**config.mk**
```make
export PLATFORM = sky130hd
export DESIGN_NAME = can_crc_seq
export DESIGN_NICKNAME = d
export VERILOG_FILES = /design/src/rtl/can_pkg.sv /design/src/rtl/can_crc15_gen.sv /design/src/rtl/can_crc_seq.sv
export SDC_FILE = /design/constraint.sdc
export NUM_CORES = 1
export LEC_CHECK = 0
export CELL_PAD_IN_SITES_DETAIL_PLACEMENT = 0
export CELL_PAD_IN_SITES_GLOBAL_PLACEMENT = 2
export CORE_ASPECT_RATIO = 2
export CORE_MARGIN = 1.5
export CORE_UTILIZATION = 30
export DETAILED_ROUTE_END_ITERATION = 16
export PLACE_DENSITY_LB_ADDON = 0.1
export SYNTH_ARGS = -nofsm -noshare
export SYNTH_HDL_FRONTEND = slang
export SYNTH_SLANG_ARGS = --single-unit
```
**constraint.sdc**
```tcl
create_clock -name clk -period 4.4 [get_ports clk]
set_input_delay 1.1 -clock clk [delete_from_list [all_inputs] [get_ports clk]]
set_output_delay 1.1 -clock clk [all_outputs]
set_load 0.03 [all_outputs]
```
**src/rtl/can_pkg.sv**
```systemverilog
// rtl/can_pkg.sv - shared types and constants for the CAN CRC-15 frame sequencer
package can_pkg;

  typedef enum logic [2:0] {
    ST_IDLE,
    ST_INIT,
    ST_HDR,
    ST_DATA,
    ST_LATCH,
    ST_CRC,
    ST_DONE
  } can_crc_seq_state_t;

  localparam int          CAN_HDR_BITS = 19;
  localparam int          CAN_CRC_W    = 15;
  localparam logic [14:0] CAN_CRC_POLY = 15'h4599;

endpackage

```
**src/rtl/can_crc15_gen.sv**
```systemverilog
// rtl/can_crc15_gen.sv - bit-serial CAN CRC-15 engine
//
// Ports:
//   clk       system clock
//   rst_n     asynchronous active-low reset
//   crc_init  clear the running CRC (takes priority over crc_en)
//   crc_en    fold data_bit into the running CRC this cycle
//   data_bit  serial input bit
//   crc_out   running CRC register
module can_crc15_gen
  import can_pkg::*;
(
  input  logic                 clk,
  input  logic                 rst_n,
  input  logic                 crc_init,
  input  logic                 crc_en,
  input  logic                 data_bit,
  output logic [CAN_CRC_W-1:0] crc_out
);

  logic [CAN_CRC_W-1:0] r_crc;
  logic                 w_fb;

  // Feedback is the incoming bit XOR the bit being shifted out.
  assign w_fb = data_bit ^ r_crc[CAN_CRC_W-1];

  always_ff @(posedge clk or negedge rst_n) begin
    if (!rst_n) begin
      r_crc <= '0;
    end else if (crc_init) begin
      r_crc <= '0;
    end else if (crc_en) begin
      r_crc <= {r_crc[CAN_CRC_W-2:0], 1'b0} ^ (w_fb ? CAN_CRC_POLY : '0);
    end
  end

  assign crc_out = r_crc;

endmodule

```
**src/rtl/can_crc_seq.sv**
```systemverilog
// rtl/can_crc_seq.sv - CAN base-frame serializer driving the CRC-15 engine
//
// Ports:
//   clk, rst      clock and asynchronous active-high reset
//   start         frame request, taken only while idle
//   id_in         11-bit identifier
//   rtr_in        remote frame (no data field)
//   dlc_in        data length code, transmitted as given
//   data_in       data bytes, byte0 in [63:56]
//   bit_tick      consume the current bit
//   abort         abandon the frame in progress
//   tx_bit        current serialized bit
//   tx_valid      tx_bit meaningful (header, data or CRC bits)
//   crc_phase     CRC bits are being presented
//   busy          frame in progress
//   frame_done    one-cycle pulse after the last CRC bit
//   crc_value     CRC latched for the current frame
module can_crc_seq
  import can_pkg::*;
#(
  parameter int MAX_BYTES = 8,
  parameter int CRC_W     = 15
) (
  input  logic             clk,
  input  logic             rst,
  input  logic             start,
  input  logic [10:0]      id_in,
  input  logic             rtr_in,
  input  logic [3:0]       dlc_in,
  input  logic [63:0]      data_in,
  input  logic             bit_tick,
  input  logic             abort,
  output logic             tx_bit,
  output logic             tx_valid,
  output logic             crc_phase,
  output logic             busy,
  output logic             frame_done,
  output logic [CRC_W-1:0] crc_value
);

  localparam logic [3:0] LP_MAX_BYTES = 4'(MAX_BYTES);
  localparam logic [6:0] LP_HDR_LAST  = 7'(CAN_HDR_BITS - 1);
  localparam logic [6:0] LP_CRC_LAST  = 7'(CAN_CRC_W - 1);

  can_crc_seq_state_t r_state, w_state_nxt;

  logic [10:0]          r_id;
  logic                 r_rtr;
  logic [3:0]           r_dlc;
  logic [63:0]          r_data;
  logic [6:0]           r_nbits;
  logic [6:0]           r_idx;
  logic [CRC_W-1:0]     r_crc_value;

  logic [3:0]           w_nbytes;
  logic [6:0]           w_nbits;
  logic [18:0]          w_hdr;
  logic [18:0]          w_hdr_sh;
  logic [63:0]          w_data_sh;
  logic [CRC_W-1:0]     w_crc_sh;
  logic                 w_crc_init;
  logic                 w_crc_en;
  logic                 w_tx_valid;
  logic                 w_tx_bit;
  logic [CAN_CRC_W-1:0] w_crc_out;

  // Data field length, clamped and suppressed for remote frames.
  assign w_nbytes = (dlc_in > LP_MAX_BYTES) ? LP_MAX_BYTES : dlc_in;
  assign w_nbits  = rtr_in ? 7'd0 : {w_nbytes, 3'b000};

  // SOF, ID, RTR, IDE, r0, DLC
  assign w_hdr = {1'b0, r_id, r_rtr, 1'b0, 1'b0, r_dlc};

  // Left-shifting by the bit index puts the current bit at each field's MSB.
  assign w_hdr_sh  = w_hdr << r_idx;
  assign w_data_sh = r_data << r_idx;
  assign w_crc_sh  = r_crc_value << r_idx;

  assign w_tx_valid = (r_state == ST_HDR) || (r_state == ST_DATA) || (r_state == ST_CRC);

  always_comb begin
    w_tx_bit = 1'b0;
    case (r_state)
      ST_HDR:  w_tx_bit = w_hdr_sh[18];
      ST_DATA: w_tx_bit = w_data_sh[63];
      ST_CRC:  w_tx_bit = w_crc_sh[CRC_W-1];
      default: w_tx_bit = 1'b0;
    endcase
  end

  always_comb begin
    w_state_nxt = r_state;
    w_crc_init  = 1'b0;
    w_crc_en    = 1'b0;
    case (r_state)
      ST_IDLE: begin
        if (start) w_state_nxt = ST_INIT;
      end
      ST_INIT: begin
        w_crc_init  = 1'b1;
        w_state_nxt = ST_HDR;
      end
      ST_HDR: begin
        if (bit_tick) begin
          w_crc_en = 1'b1;
          if (r_idx == LP_HDR_LAST)
            w_state_nxt = (r_nbits != 7'd0) ? ST_DATA : ST_LATCH;
        end
      end
      ST_DATA: begin
        if (bit_tick) begin
          w_crc_en = 1'b1;
          if (r_idx == r_nbits - 7'd1) w_state_nxt = ST_LATCH;
        end
      end
      ST_LATCH: begin
        w_state_nxt = ST_CRC;
      end
      ST_CRC: begin
        if (bit_tick && (r_idx == LP_CRC_LAST)) w_state_nxt = ST_DONE;
      end
      ST_DONE: begin
        w_state_nxt = ST_IDLE;
      end
      default: begin
        w_state_nxt = ST_IDLE;
      end
    endcase
    // abort beats any tick and keeps the engine untouched
    if (abort && (r_state != ST_IDLE)) begin
      w_state_nxt = ST_IDLE;
      w_crc_init  = 1'b0;
      w_crc_en    = 1'b0;
    end
  end

  always_ff @(posedge clk or posedge rst) begin
    if (rst) begin
      r_state     <= ST_IDLE;
      r_id        <= '0;
      r_rtr       <= 1'b0;
      r_dlc       <= '0;
      r_data      <= '0;
      r_nbits     <= '0;
      r_idx       <= '0;
      r_crc_value <= '0;
    end else begin
      r_state <= w_state_nxt;
      if ((r_state == ST_IDLE) && start) begin
        r_id    <= id_in;
        r_rtr   <= rtr_in;
        r_dlc   <= dlc_in;
        r_data  <= data_in;
        r_nbits <= w_nbits;
      end
      // Index restarts on every state change, counts consumed bits otherwise.
      if (w_state_nxt != r_state) begin
        r_idx <= '0;
      end else if (bit_tick && w_tx_valid) begin
        r_idx <= r_idx + 7'd1;
      end
      // Only a LATCH that really proceeds to CRC updates the value (not on abort).
      if ((r_state == ST_LATCH) && (w_state_nxt == ST_CRC)) begin
        r_crc_value <= CRC_W'(w_crc_out);
      end
    end
  end

  can_crc15_gen u_crc (
    .clk      (clk),
    .rst_n    (~rst),
    .crc_init (w_crc_init),
    .crc_en   (w_crc_en),
    .data_bit (w_tx_bit),
    .crc_out  (w_crc_out)
  );

  assign tx_bit     = w_tx_bit;
  assign tx_valid   = w_tx_valid;
  assign crc_phase  = (r_state == ST_CRC);
  assign busy       = (r_state != ST_IDLE);
  assign frame_done = (r_state == ST_DONE);
  assign crc_value  = r_crc_value;

endmodule

```
# --- Yosys cells after proc, flatten, opt, wreduce, memory -nomap -nowiden ---
# Index checks and enable logic that the tools add are counted.
word_totals:
  register_bits: 127
  in_bits: 85
  ramBits: 0
  memories: 0
  out_inout_bits: 20
  wordCells: 63
  latch_bits: 0
  mem_bits_ro: 0
op_classes:
  mux: 22
  addsub: 2
  magnitude_cmp: 1
  mul: 0
  eq_ne: 11
  div: 0
  reduce_logical: 13
  shifts: 3
  bitwise_logic: 2
ops:
  columns: ["cell", "n"]
  rows:
  - ["$shl 64x7->64", 1]
  - ["$mux 15", 3]
  - ["$mux 3", 8]
  - ["$mux 7", 3]
  - ["$shl 18x7->19", 1]
  - ["$pmux 3 s6", 1]
  - ["$shl 15x7->15", 1]
  - ["$xor 15x15->15", 1]
  - ["$eq 3x3->1 const B", 4]
  - ["$add 7x1->7 const B", 1]
  - ["$eq 7x4->1 const B", 1]
  - ["$eq 7x5->1 const B", 1]
  - ["$eq 7x7->1", 1]
  - ["$reduce_bool 7->1", 1]
  - ["$sub 7x1->7 const B", 1]
  - ["$eq 3x2->1 const B", 2]
  - ["$logic_and 1x1->1", 5]
  - ["$mux 1", 5]
  - ["$gt 4x4->1 const B", 1]
  - ["$mux 4", 1]
  - ["$reduce_bool 2->1", 2]
  - ["$eq 3x1->1 const B", 1]
  - ["$logic_not 3->1", 1]
  - ["$ne 3x3->1", 1]
  - ["5 further kinds", 6]

# --- Longest topological paths before layout ---
# Gate-level depths: netlist (run 1).
logic_depth:
  word_depth: 8
  mapped_depth: 11
  depth_no_buf: 9

# --- Hierarchy ---
# A second synthesis (run 1) with hierarchy kept.
unflattened:
  cells_unflattened: 645
  hier_area_um2: 6203.4
modules_own_cells:
  columns: ["module", "seq_area_each_um2", "n_inst", "cells_per_inst", "area_per_inst_um2"]
  rows:
  - ["can_crc_seq", 2727.6, 1, 575, 5477.8]
  - ["can_crc15_gen", 375.4, 1, 70, 725.7]

# --- Worst setup path after synthesis (run 1) ---
# No wires, ideal clock.
synth_timing:
  path_type: "register -> output"
  startpoint: "register r_idx[0]"
  endpoint: "output tx_bit"
  arrival_time_ns: 2.195
  n_path_buf: 2
  path_slack_ns: 1.105
  t_required_ns: 3.300
  path_stages_with_launch: 9
  cell_sequence: "dfrtp_1 -> buf_6 -> buf_8 -> mux4_2 -> mux4_2 -> nand2_1 -> a31oi_2 -> a21oi_4 -> inv_1"
synth_via:
  elab_chain_cells: 2
synth_rtl:
  columns: ["item", "line", "rtl"]
  rows:
  - ["start: declaration", "can_crc_seq.sv:52", "logic [6:0] r_idx;"]
  - ["start signal: assignment", "can_crc_seq.sv:160", "r_idx <= r_idx + 7'd1;"]
  - ["$shl 64x7->64, or another cell as far along", "can_crc_seq.sv:76", "assign w_data_sh = r_data << r_idx;"]
  - ["$pmux 1 s3 (*)", "can_crc_seq.sv:83", "case (r_state)"]
  - ["end: declaration", "can_crc_seq.sv:33", "output logic tx_bit,"]
# Every way passes the cells marked *; elsewhere a longest branch is shown, timed or not.

# --- Worst setup path after layout (run 1) ---
# Ends and elaborated chain as after synthesis.

==> metrics.cfg, run 1 <==
[floorplan]
boundaryPins = 105
row_count = 74
die_h_um = 207
fp.dieW_um = 105
dieArea_um2 = 21700
core-area_um2 = 20400
initial_core_util_pct = 30.5

[worst_setup_path]
slowest_delay_ns = 0.60
endpoint_kind = output port
rr_endpoint = r_idx[0]
path_cells = buf_4, mux4_1, nand2b_1, a32oi_1, o211ai_1, a21oi_4, inv_1, buf_4
crit_path_end = tx_bit
startpoint_type = register
rr_startpoint = r_idx[2]
worstPathArrival_ns = 3.05
r2r_cells = 7
r2r_setup_slack_ns = 1.33
worstSetupStartpoint = r_idx[0]
path_max_fanout = 26
crit_top_cell = buf_4
cp_slowest_cell = mux4_1
path_class = register to output port
crit_required_ns = 3.30

[sta]
fin_skew_ns = 0.00774
setup_violations = 0
hold_violations = 0
setup_tns_ns = 0
finalCritPeriodShare_pct = 94.4
rsz0062_at_grt = no
maxSlewHeadroom_pct = 49.3
slew_viol_final = 0
tightest_slew_ns = 0.761
max_clock_freq_mhz = 241
period_needed_ns = 4.15

[power]
leakage_nw = 3.75
power_density_nw_per_um2 = 528
peakVddDrop_mv = 0.269
power_mw = 4.26

[global_routing]
grt_pass1_vias = 5233
grt_util_met2_pct = 34.9
grt_first_pass_wirelength_um = 28500
grt_use_met1_pct = 17.7
busiest_layer = met2
grt_max_degree = 64
antenna_found_initial = 0
grt_remaining_overflow = 0
grt_usage_pct = 17.5
use_met3_pct = 3.33

[synthesis]
synthCells = 639
synth_top_area_share_pct = 49.9
seq_area_frac_synth_pct = 49.9
yosys-top-cells-area = dfrtp_1, nand2_1, mux4_1
ys_types = 54
synth-seq-cells = 124
syn_area_per_cell_um2 = 9.74
synth_edf_count = 0
synthArstFlopShare_pct = 100
synthesis.nets = 728
yosys_warnings = 0
syn_area_um2 = 6220
yosys.area.top_type = dfrtp_1
ys.flop_type = dfrtp_1

[finish]
final_layout_size_suffix_gt1_share_pct = 10.5
diodes = 0
area_growth_pct = 29.6
nNetsFinal = 823
nFillCells = 2104
final_cell_mix = nand2_1, dfrtp_1, clkdlybuf4s50_1
final_common_cell = nand2_1

[routing]
drt-total-wl_um = 18000
ant_nets = 0
vias = 4856
drc = 0
drt_iter0_markers = 218
wl_per_cell_um = 17.8
viasPerCell = 4.80
drt-pass1-iter-count = 4

[cts]
cts_max_path_buffers = 2
htree_levels = 4
cts_root_buffer = clkbuf_16
clkLatencyLatePin_ns = 0.42
cts_tree = done
clkSinkCount = 124
postCtsSetupBuffers = 0
path_clk_slew_ns = 0.05
numCtsBuffers = 17

[flow_run]
max_cap_violations = 0

[worst_hold_path]
hp-class = register to register

[placed_design]
gp_congestion = 0.723
port-buffer-count = 104
dpl.hpwl_um = 13600

[status]
status = complete, no violations

==> registers in the layout, indices dropped and copies added, names as in the netlist <==
register and cells:
r_id 11, r_nbits 4, r_idx 7, crc_value 15
r_state 3, r_dlc 4, r_data 64, u_crc.crc_out 15
r_rtr 1
==> cells by family after synthesis <==
group / share of synthesized area [%]
AO/OA/AOI/OAI: 6.56
XOR/XNOR: 3.92
adder cells (fa/ha/maj): 0.805
buffers and inverters: 3.76
flip-flops: 49.9
multiplexers: 12.7
AND/OR/NAND/NOR: 22.4
==> synthesized netlist by cell type (3+ instances only) <==
library cell	number
a21oi_1	5
or3_1	3
mux2i_1	19
mux4_1	10
xnor3_1	5
mux2_2	20
and2_1	4
nand4_1	5
mux4_2	5
o21ai_0	7
o221ai_1	3
buf_2	7
nand2b_1	4
dfrtp_1	124
nor2_1	17
a22o_1	13
nand2_1	263
xnor2_1	11
ha_1	4
o211ai_1	3
xor2_1	4
a211oi_1	3
inv_1	12
clkbuf_1	29
nor2b_1	3
nand3_1	7
nand3b_1	6
nor3_1	6
==> layout make-up <==
cell class | instances | area (µm²) | share of cell area [%]
Clock buffer | 24 | 482 | 5.98
Tap cell | 266 | 333 | 4.13
Clock inverter | 6 | 40.0 | 0.497
Timing Repair Buffer | 117 | 1160 | 14.4
Inverter | 12 | 47.5 | 0.590
Sequential cell | 124 | 3110 | 38.5
Multi-Input combinational cell | 462 | 2890 | 35.9
==> what timing repair did <==
| action | CTS | global route |
|---|---|---|
| endpoints found under the setup margin | 0 | 1 |
| hold buffers | 0 | 0 |
| resized for setup | 0 | 1 |
==> worst max-delay path: cells and delay by family, from the launching register on <==
family	cells	cell delay, ns
multiplexers	1	0.60
AO/OA/AOI/OAI	3	0.72
flip-flops	1	0.52
buffers and inverters	3	0.62
AND/OR/NAND/NOR	1	0.16
==> how the worst min path moves through the flow <==
stage	start	end	slack, ns	cells past startpoint
6_report	r_data[20]	r_data[20]	0.47	2
5_1_grt	r_data[9]	r_data[9]	0.49	2
4_1_cts	r_data[20]	r_data[20]	0.48	2
3_5_place_dp	r_data[20]	r_data[20]	0.46	2
3_3_place_gp	r_data[13]	r_data[13]	0.45	2
2_1_floorplan	r_data[10]	r_data[10]	0.44	2
==> power by group <==
| group | leakage (nW) | internal (mW) | switching, mW | total [mW] |
|---|---|---|---|---|
| Sequential | 1.59 | 1.53 | 0.288 | 1.82 |
| Combinational | 1.91 | 0.544 | 0.652 | 1.20 |
| Clock | 0.244 | 0.754 | 0.491 | 1.25 |
==> through the flow <==
stage          cell area [µm²]  utilization (%)  setup slack, ns  hold WS [ns]  cells
2_1_floorplan             6220                -         0.000769         0.437    639
3_3_place_gp              7540             37.0            0.588         0.454    981
3_5_place_dp              7540             37.0            0.551         0.460    981
4_1_cts                   8060             39.6           0.0699         0.475   1011
5_1_grt                   8060             39.6           0.0668         0.491   1011
6_report                  8060             39.6            0.248         0.468   1011
==> per-layer routing <==
metal,wire (µm),up-vias,share of wire (%)
met3,545,20,3.0
met5,0,-,0
met2,10600,95,59
li1,-,2337,-
met1,6540,2404,36
met4,334,0,1.9
Power figures use the tool's default switching activity.
==> inputs of run 2 (changes only) <==
CORE_ASPECT_RATIO = 0.75   (was 2)
==> run 2 against run 1 <==
Against the previous run: combinational power about the same; highest routed layer unchanged; core utilization is 0.84 points higher; global-route usage down 0.58 points; routed wire length shrank 6.6%; sequential cell count unchanged; fmax grew 2.8%; critical endpoint unchanged; via count decreased by 0.89%.
==> metrics.cfg, run 2 (same netlist as run 1, synthesis figures left out) <==
[worst_setup_path]
rr_endpoint = r_idx[3]  ; was r_idx[0]
r2r_setup_slack_ns = 1.37  ; was 1.33 ns
startpoint_type = register  ; unchanged
crit_required_ns = 3.30  ; about the same
endpoint_kind = output port  ; unchanged
worstPathArrival_ns = 2.94  ; was 3.05 ns
path_class = register to output port  ; unchanged
rr_startpoint = r_idx[2]  ; unchanged
r2r_cells = 7  ; unchanged
path_max_fanout = 21  ; was 26

[cts]
cts_root_buffer = clkbuf_16  ; unchanged
cts_tree = done  ; unchanged
hold_buffers = 0  ; unchanged
cts_max_path_buffers = 2  ; unchanged
postCtsSetupBuffers = 0  ; unchanged
cts.repair.resized = 0  ; unchanged
htree_levels = 4  ; unchanged
numCtsBuffers = 17  ; unchanged
clkSinkCount = 124  ; unchanged
clkLatencyLatePin_ns = 0.43  ; was 0.42 ns
path_clk_slew_ns = 0.06  ; was 0.05 ns

[routing]
wl_per_cell_um = 16.7  ; was 17.8 µm
drt_iter0_markers = 292  ; was 218
drc = 0  ; unchanged
drt-pass1-iter-count = 4  ; unchanged
ant_nets = 0  ; unchanged
vias = 4813  ; was 4856
drt-total-wl_um = 16800  ; was 18000 µm
viasPerCell = 4.79  ; was 4.80

[placed_design]
gp_congestion = 0.742  ; was 0.723
dp.cells = 973  ; was 981
dpl.hpwl_um = 12000  ; was 13600 µm
placed_area_um2 = 7530  ; was 7540 µm²
port-buffer-count = 104  ; unchanged
pre_cts_slack_ns = 0.778  ; was 0.551 ns

[global_routing]
grt_usage_pct = 16.9  ; was 17.5%
grt_max_degree = 83  ; was 64
grt_remaining_overflow = 0  ; unchanged
antenna_found_initial = 0  ; unchanged
grt_pass1_vias = 5036  ; was 5233
grt_first_pass_wirelength_um = 27900  ; was 28500 µm

[power]
p_sw_mw = 1.46  ; was 1.43 mW
power_density_nw_per_um2 = 559  ; was 528 nW/µm²
p_sw_share_pct = 31.9  ; was 33.6%
clock_power_share_pct = 34.5  ; was 29.2%
peakVddDrop_mv = 0.246  ; was 0.269 mV
leakage_nw = 3.82  ; was 3.75 nW
internal-power_mw = 3.12  ; was 2.83 mW
combPwrFrac_pct = 26.2  ; was 28.1%
power_mw = 4.58  ; was 4.26 mW
p_seq_share_pct = 39.3  ; was 42.7%

[sta]
hold_violations = 0  ; unchanged
maxSlewHeadroom_pct = 25.1  ; was 49.3%
setup_tns_ns = 0  ; unchanged
slew_viol_final = 0  ; unchanged
fin_skew_ns = 0.0165  ; was 0.00774 ns
rsz0062_at_grt = no  ; unchanged
finalCritPeriodShare_pct = 91.8  ; was 94.4%
whs_ns = 0.466  ; was 0.468 ns
period_needed_ns = 4.04  ; was 4.15 ns
tightest_slew_ns = 1.12  ; was 0.761 ns
setup_violations = 0  ; unchanged
timing.final.ws_setup_ns = 0.360  ; was 0.248 ns
max_clock_freq_mhz = 248  ; was 241 MHz

[status]
status = complete, no violations  ; unchanged

[finish]
diodes = 0  ; unchanged
final_cell_mix = nand2_1, dfrtp_1, clkdlybuf4s50_1  ; unchanged
fin_area_um2 = 8190  ; was 8060 µm²
top_register = r_data  ; unchanged
fin_util_pct = 40.4  ; was 39.6%
area_growth_pct = 31.7  ; was 29.6%
nNetsFinal = 823  ; unchanged
largest_register_ffs = 64  ; unchanged
instances_no_fill = 1005  ; was 1011
final_common_cell = nand2_1  ; unchanged
final_layout_size_suffix_gt1_share_pct = 11.0  ; was 10.5%

[floorplan]
die_h_um = 128  ; was 207 µm
core-area_um2 = 20300  ; was 20400 µm²
initial_core_util_pct = 30.7  ; was 30.5%
fp.dieW_um = 169  ; was 105 µm
boundaryPins = 105  ; unchanged
row_count = 45  ; was 74
dieArea_um2 = 21600  ; was 21700 µm²

[worst_hold_path]
holdPathStages = 2  ; unchanged
min_to = r_data[47]  ; was r_data[20]
min_from = r_data[47]  ; was r_data[20]
hp-class = register to register  ; unchanged

[flow_run]
max_cap_violations = 0  ; unchanged

run 2: cell count changes in the layout (fill, tap and decap cells not counted), sizes merged:
cell,before,now
clkinvlp,4,1
bufinv,0,5
inv,12,16
clkbuf,24,20
run 2: worst max-delay path, stage by stage, from the launching register on:
cell and delay, ns:
dfrtp_1 0.85, mux2i_1 0.15, mux2_2 0.28, mux4_2 0.48
o211ai_1 0.38, a21oi_4 0.13, inv_1 0.09, buf_4 0.15
run 2: layout make-up:
cell class	instances	area, µm²
multi-input combinational	462	2890
sequential	124	3100
clock buffer	20	457
inverter	12	47.5
tap	258	323
fill	2036	12100
timing repair buffer	117	1160
clock inverter	12	206
run 2: per-layer routing:
metal	up-vias	part of all wire, %	global-route usage [%]
met5	-	0	0
met4	0	0.32	4.01
met3	4	4.3	4.20
met2	99	44	24.7
met1	2377	52	25.1
li1	2333	-	-
run 2: how the worst max path moves through the flow:
| stage | slack (ns) | startpoint | endpoint | depth (start not counted) |
|---|---|---|---|---|
| floorplan | 0.0008 | rst | crc_value[0] | 1 |
| global placement | 0.84 | r_idx[2] | tx_bit | 7 |
| detailed placement | 0.78 | r_idx[2] | tx_bit | 7 |
| CTS | 0.31 | r_idx[2] | tx_bit | 7 |
| global route | 0.15 | r_idx[2] | tx_bit | 7 |
| finish | 0.36 | r_idx[2] | tx_bit | 7 |
run 2: power by group through the flow:
stage / clock network [mW] / registers (mW) / logic [mW]
6_report: 1.58 / 1.80 / 1.20
5_1_grt: 1.68 / 1.86 / 1.37
2_1_floorplan: 0 / 1.69 / 0.910
4_1_cts: 1.62 / 1.80 / 1.23
3_3_place_gp: 0 / 1.83 / 1.20
3_5_place_dp: 0 / 1.82 / 1.22
==> inputs of run 3 (changes only) <==
MAX_ROUTING_LAYER = met4   (was unset)
==> run 3 against run 2 <==
Against the previous run: clock skew fell by 0.0065 ns; critical path depth did not move; core utilization did not move; worst setup slack got worse by 0.024 ns; non-clock buffer count did not move; critical endpoint unchanged; largest cell class unchanged; highest routed layer unchanged.
==> metrics.cfg, run 3 (same netlist as run 1, synthesis figures left out) <==
[placed_design]
gp_congestion = 0.751  ; was 0.742
dp.cells = 973  ; unchanged
dpl.hpwl_um = 12000  ; unchanged
port-buffer-count = 104  ; unchanged

[worst_setup_path]
slowest_delay_ns = 0.86  ; was 0.85 ns
path_cells = mux2i_1, mux2_2, mux4_2, o211ai_1, a21oi_4, inv_1, buf_4  ; unchanged
r2r_cells = 7  ; unchanged
r2r_setup_slack_ns = 1.36  ; was 1.37 ns
worstPathArrival_ns = 2.96  ; was 2.94 ns
cp_top_family = multiplexers  ; unchanged
cp_slowest_cell = dfrtp_1  ; unchanged
critical_path_buf_inv_count = 2  ; unchanged
startpoint_type = register  ; unchanged
path_max_fanout = 21  ; unchanged
path_class = register to output port  ; unchanged
rr_endpoint = r_idx[3]  ; unchanged
crit_required_ns = 3.30  ; about the same
endpoint_kind = output port  ; unchanged
rr_startpoint = r_idx[2]  ; unchanged

[cts]
cts_root_buffer = clkbuf_16  ; unchanged
postCtsSetupBuffers = 0  ; unchanged
numCtsBuffers = 17  ; unchanged
clkSinkCount = 124  ; unchanged
clkLatencyLatePin_ns = 0.43  ; about the same
cts_max_path_buffers = 2  ; unchanged
cts.repair.resized = 0  ; unchanged
path_clk_slew_ns = 0.06  ; about the same
cts_tree = done  ; unchanged
htree_levels = 4  ; unchanged
hold_buffers = 0  ; unchanged

[power]
peakVddDrop_mv = 0.249  ; was 0.246 mV
p_sw_mw = 1.46  ; about the same
combPwrFrac_pct = 26.2  ; about the same
p_seq_share_pct = 39.2  ; was 39.3%
leakage_nw = 3.82  ; unchanged
clock_power_share_pct = 34.6  ; was 34.5%
power_mw = 4.58  ; about the same
p_sw_share_pct = 31.9  ; about the same
internal-power_mw = 3.12  ; about the same
power_density_nw_per_um2 = 560  ; was 559 nW/µm²

[routing]
ant_nets = 0  ; unchanged
drc = 0  ; unchanged
drt_iter0_markers = 285  ; was 292
drt-pass1-iter-count = 6  ; was 4
drt-total-wl_um = 16900  ; was 16800 µm
wl_per_cell_um = 16.8  ; was 16.7 µm
vias = 4821  ; was 4813
viasPerCell = 4.80  ; was 4.79

[worst_hold_path]
min_from = r_data[47]  ; unchanged
min_to = r_data[47]  ; unchanged
holdPathStages = 2  ; unchanged
hp-class = register to register  ; unchanged

[finish]
largest_register_ffs = 64  ; unchanged
instances_no_fill = 1005  ; unchanged
diodes = 0  ; unchanged
top_register = r_data  ; unchanged
final_common_cell = nand2_1  ; unchanged
final_cell_mix = nand2_1, dfrtp_1, clkdlybuf4s50_1  ; unchanged
area_growth_pct = 31.7  ; unchanged
nNetsFinal = 823  ; unchanged
final_layout_size_suffix_gt1_share_pct = 11.0  ; unchanged

[flow_run]
max_cap_violations = 0  ; unchanged

[sta]
tightest_slew_ns = 1.11  ; was 1.12 ns
slew_viol_final = 0  ; unchanged
hold_violations = 0  ; unchanged
setup_violations = 0  ; unchanged
fin_skew_ns = 0.0100  ; was 0.0165 ns
maxSlewHeadroom_pct = 25.5  ; was 25.1%
finalCritPeriodShare_pct = 92.4  ; was 91.8%
max_clock_freq_mhz = 246  ; was 248 MHz
rsz0062_at_grt = no  ; unchanged
period_needed_ns = 4.06  ; was 4.04 ns
setup_tns_ns = 0  ; unchanged

[global_routing]
antenna_found_initial = 0  ; unchanged
grt_first_pass_wirelength_um = 28000  ; was 27900 µm
grt_pass1_vias = 5015  ; was 5036
grt_max_degree = 83  ; unchanged
grt_usage_pct = 17.4  ; was 16.9%
grt_remaining_overflow = 0  ; unchanged

[status]
status = complete, no violations  ; unchanged

[floorplan]
row_count = 45  ; unchanged
initial_core_util_pct = 30.7  ; unchanged
die_h_um = 128  ; unchanged
fp.dieW_um = 169  ; unchanged
boundaryPins = 105  ; unchanged
dieArea_um2 = 21600  ; unchanged
core-area_um2 = 20300  ; unchanged

-- run 3: layout make-up --
class | instances | area, µm²
Clock buffer | 20 | 457
Timing Repair Buffer | 117 | 1160
Tap cell | 258 | 323
Multi-Input combinational cell | 462 | 2890
Inverter | 12 | 47.5
Sequential cell | 124 | 3100
Clock inverter | 12 | 206
Fill cell | 2036 | 12100
-- run 3: worst max path at each step --
stage	slack [ns]	endpoint	start	depth (start not counted)
after floorplan	0.0008	crc_value[0]	rst	1
after global placement	0.84	tx_bit	r_idx[2]	7
after detailed placement	0.78	tx_bit	r_idx[2]	7
after CTS	0.31	tx_bit	r_idx[2]	7
after global routing	0.18	tx_bit	r_idx[2]	7
final	0.34	tx_bit	r_idx[2]	7
-- run 3: power groups by stage --
stage          clock network, mW  registers, mW  logic [mW]
2_1_floorplan                  0           1.69       0.910
3_3_place_gp                   0           1.83        1.20
3_5_place_dp                   0           1.82        1.22
4_1_cts                     1.62           1.80        1.23
5_1_grt                     1.67           1.86        1.37
6_report                    1.58           1.80        1.20
-- run 3: worst min-delay path: stages (launching register included) --
cell     delay (ns)
dfrtp_1        0.33
nand2_1        0.05
nand2_1        0.05
-- run 3: routing by layer --
metal	GRT usage (%)	share of wire [%]
met1	25.1	52
met2	24.8	43
met3	3.52	3.8
met4	4.79	0.94
met5	-	0
-- run 3: through the flow --
step,worst slack [ns],util (%),instance area (µm²),hold WS (ns)
2_1_floorplan,0.000769,-,6220,0.437
3_3_place_gp,0.841,37.1,7530,0.453
3_5_place_dp,0.778,37.1,7530,0.459
4_1_cts,0.314,40.4,8190,0.474
5_1_grt,0.181,40.4,8190,0.486
6_report,0.336,40.4,8190,0.466
